**src/rtl/sim_mem_rd_pipe.sv**
```systemverilog
// ----------------------------------------------------------------------------
// sim_mem_rd_pipe
//   LATENCY-deep valid + data shift register carrying read responses from the
//   accepting edge to the response port. Data stages only load when their
//   input is valid, so out_data holds the last response between pulses.
// Ports
//   clk       in   clock
//   rst       in   asynchronous active-low reset; clears valid and data
//   in_valid  in   read accepted this edge
//   in_data   in   word sampled at the accepting edge
//   out_valid out  one-cycle response pulse, LATENCY cycles after accept
//   out_data  out  response word (held while out_valid is low)
// ----------------------------------------------------------------------------
module sim_mem_rd_pipe #(
    parameter int DATA_WIDTH = 32,
    parameter int LATENCY    = 1
) (
    input  logic                  clk,
    input  logic                  rst,
    input  logic                  in_valid,
    input  logic [DATA_WIDTH-1:0] in_data,
    output logic                  out_valid,
    output logic [DATA_WIDTH-1:0] out_data
);

    logic [LATENCY-1:0]    valid_r;
    logic [DATA_WIDTH-1:0] data_r [LATENCY];

    // Shift responses one stage per cycle; reset discards anything in flight
    always_ff @(posedge clk or negedge rst) begin
        if (!rst) begin
            valid_r <= {LATENCY{1'b0}};
            for (int k = 0; k < LATENCY; k++) begin
                data_r[k] <= {DATA_WIDTH{1'b0}};
            end
        end else begin
            valid_r[0] <= in_valid;
            if (in_valid) begin
                data_r[0] <= in_data;
            end
            for (int k = 1; k < LATENCY; k++) begin
                valid_r[k] <= valid_r[k-1];
                if (valid_r[k-1]) begin
                    data_r[k] <= data_r[k-1];
                end
            end
        end
    end

    assign out_valid = valid_r[LATENCY-1];
    assign out_data  = data_r[LATENCY-1];

endmodule

```
**config.mk**
```make
export PLATFORM = sky130hd
export DESIGN_NAME = sim_mem_rd_pipe
export DESIGN_NICKNAME = d
export VERILOG_FILES = /design/src/rtl/sim_mem_rd_pipe.sv
export SDC_FILE = /design/constraint.sdc
export NUM_CORES = 1
export LEC_CHECK = 0
export BUFFER_PORTS_ARGS = -buffer_cell sky130_fd_sc_hd__buf_2
export CAP_MARGIN = 20
export CORE_ASPECT_RATIO = 1.1
export CORE_MARGIN = 8
export CORE_UTILIZATION = 40
export CTS_CLUSTER_SIZE = 28
export DETAILED_ROUTE_END_ITERATION = 16
export PLACE_DENSITY = 0.84
export SETUP_SLACK_MARGIN = 0.05
export SLEW_MARGIN = 10
export SYNTH_ARGS = -nofsm -noshare
export SYNTH_HDL_FRONTEND = slang
export SYNTH_SLANG_ARGS = --single-unit
```
**constraint.sdc**
```tcl
create_clock -name clk -period 0.8 [get_ports clk]
set_input_delay 0.08 -clock clk [delete_from_list [all_inputs] [get_ports clk]]
set_output_delay 0.08 -clock clk [all_outputs]
set_load 0.02 [all_outputs]
```
==> run_results.csv <==
group,metric,value,unit
run_status,status,"complete, but fails checks",
run_status,violations,"negative setup slack",
power,p_leak,1.22,nW
sta,final.setup_skew,0,ns
setup_path,cp.buffers_inverters,1,
drt,dr_total_vias,1019,
drt,top_layer,"met4",
floorplanning,core_region_area,0.00330,mm²
setup_path,slowest_stage,"dfrtp_2",
logic_synthesis,netlist_instances,69,
clock_network,cts.sinks,33,
sta,fin_crit,0.985,ns
logic_synthesis,syn-num-nets,104,
placement,portBuffers,67,
logic_synthesis,synth_warnings,0,
power,comb_power_share,31.8,%
placement,placedCellCount,171,
clock_network,insertion_delay,0.32,ns
clock_network,clockBufferDepth,2,
logic_synthesis,synthTopCellsByArea,"dfrtp_1, mux2_4, buf_12",
setup_path,worst_setup_path_start_kind,"register",
global_route,grt_pass1_vias,1213,
sta,setup_viol,52,
power,vdd_ir_drop_max,1.21,mV
hold_path,hold_end,"out_data[29]$_DFFE_PN0P_",
clock_network,cts-root-buf,"clkbuf_4",
setup_path,cp_top_family,"flip-flops",
setup_path,cp_max_fo,2,
placement,dpl_cell_area,0.00178,mm²
hold_path,worstHoldPathCells,2,
setup_path,cp.arrival,0.90,ns
logic_synthesis,yosysTopAreaCell,"dfrtp_1",
drt,totalWireLength,4190,µm
logic_synthesis,synth_area,0.00137,mm²
hold_path,min-delay-start,"in_valid",
job,max-cap-violations,0,
drt,remaining_drc_errors,0,
clock_network,path_clk_slew,0.10,ns
setup_path,crit_cells,1,
floorplanning,ios,68,
logic_synthesis,syn_avg_cell_area,19.9,µm²
floorplanning,initial_utilization,41.5,%
setup_path,reg2reg_from,"out_data[12]$_DFFE_PN0P_",
cells_and_area,fillers,182,
power,pwr-share-seq,47.4,%
sta,relSlewSlack,88.2,%
setup_path,critPathKind,"reg -> out",
global_route,grt_max_degree,34,
sta,maxSlewViolCount,0,
setup_path,cpPeakStageDelay,0.44,ns
power,powerDensity,1680,mW/mm²
global_route,grt_pass1_wl,6380,µm
setup_path,required,0.72,ns
drt,met2_length,2260,µm
placement,dpl.hpwl,2270,µm
drt,drt_iter0_drc,35,
global_route,overflow,0,
setup_path,worstRegToRegCells,2,
floorplanning,die_h,77.4,µm
sta,final-hold-violation-count,0,
drt,ant_nets,0,
global_route,antenna_found_initial,0,
cells_and_area,area_delta_synth_final,83.2,%
logic_synthesis,ys_seq_area_share,60.3,%
logic_synthesis,synth_top_area_share,60.3,%
sta,min_period_over_period,123,%
clock_network,cts_tree,"yes",
setup_path,end_kind,"primary output",
sta,max_freq,1020,MHz
cells_and_area,drive_above_1_share,81.5,%
logic_synthesis,ys_ff_latch,33,
hold_path,hp-class,"in -> reg",
cells_and_area,layout.cells.non_filler,225,
power,clock_power_share,20.7,%
drt,via_per_inst,4.53,
drt,met1Wirelength,1510,µm
setup_path,rr_endpoint,"out_data[12]$_DFFE_PN0P_",
logic_synthesis,netlist-cell-type-count,5,
cells_and_area,final_nets,223,
cells_and_area,design_area,0.00251,mm²
setup_path,crit_chain,"buf_6",
sta,rsz0062_at_grt,"yes",
global_route,grt_usage,15.2,%
power,switchingPower,1.19,mW
setup_path,r2r_slack,-0.14,ns
cells_and_area,mostFrequentLayoutCell,"buf_6",
sta,tightestPinTransition,0.178,ns
power,sw_frac_of_total,28.1,%
cells_and_area,diodes,0,
placement,gp_routability_congestion,0.702,
drt,wire_per_inst,18.6,µm
floorplanning,die_x,71.8,µm
clock_network,cts_made_buffers,5,
power,p_int,3.04,mW
floorplanning,die-area,0.00556,mm²
floorplanning,std_cell_rows,22,
clock_network,ctsHtreeMaxLevel,2,
drt,routed-wl-met3,346,µm
cells_and_area,mostFrequentLayoutCells,"buf_6, buf_2, dlygate4sd3_1, dfrtp_2, mux2_4",
sta,setup_ws,-0.185,ns
drt,dr.pass1.iters,3,
==> layer usage <==
layer / up-vias / GRT usage, %
met5: - / 0
met1: 493 / 14.7
li1: 475 / -
met4: 0 / 6.95
met3: 7 / 6.94
met2: 44 / 26.7
==> sequential cells by signal, summed over array words and instances (netlist names) <==
| register | count |
|---|---|
| out_data | 32 |
| out_valid | 1 |
==> timing repair <==
item / in CTS / in global routing
cloned: 0 / 0
setup buffers: 11 / 2
endpoints found under the hold margin: 65 / 5
hold buffers: 28 / 5
resized for setup: 77 / 1
setup endpoints to repair: 65 / 65
==> area by class of cell <==
cell class              count  area [µm²]  share of cell area [%]
multi-input cells          32         473                    18.8
clock inverters             2        10.0                   0.399
clock buffers               6        41.3                    1.65
repair buffers            116        1070                    42.8
flip-flops and latches     33         866                    34.5
well taps                  36        45.0                    1.79
==> metrics by stage <==
step	utilization, %	TNS (ns)	setup slack [ns]	hold slack (ns)	total power [mW]
after floorplan	-	-0.694	-0.0222	-0.216	2.52
after global placement	53.9	-1.65	-0.0647	0.0406	2.82
after detailed placement	53.9	-2.36	-0.0955	0.0510	2.85
after CTS	73.9	-7.07	-0.193	-0.0246	4.21
after global routing	76.0	-8.78	-0.221	0.100	4.44
final	76.0	-6.93	-0.185	0.119	4.23
==> cell families (layout without fill, tap and decap cells) <==
logic type / count (synthesis) / after routing / synth area share (%)
buffers and inverters: 4 / 124 / 5.21
muxes: 32 / 32 / 34.5
DFF: 33 / 33 / 60.3
==> cell usage after synthesis <==
library cell,number
mux2_4,30
dfrtp_1,33
buf_6,1
mux2_2,2
buf_12,3
==> power groups by stage <==
stage	Sequential [mW]	Clock, mW	Combinational (mW)
2_1_floorplan	2.19	0	0.332
3_3_place_gp	1.97	0	0.849
3_5_place_dp	1.98	0	0.874
4_1_cts	1.99	0.917	1.29
5_1_grt	2.03	1.00	1.41
6_report	2.01	0.877	1.35
==> worst max path at each step <==
| stage | from | endpoint | slack [ns] |
|---|---|---|---|
| floorplan | out_data[0]$_DFFE_PN0P_ | out_data[0]$_DFFE_PN0P_ | -0.02 |
| global placement | in_valid | out_data[9]$_DFFE_PN0P_ | -0.06 |
| detailed placement | in_valid | out_data[17]$_DFFE_PN0P_ | -0.1 |
| CTS | out_data[20]$_DFFE_PN0P_ | out_data[20] | -0.19 |
| global route | out_data[16]$_DFFE_PN0P_ | out_data[16] | -0.22 |
| finish | out_data[16]$_DFFE_PN0P_ | out_data[16] | -0.18 |
Note: power is estimated with default switching activity, not from simulation.
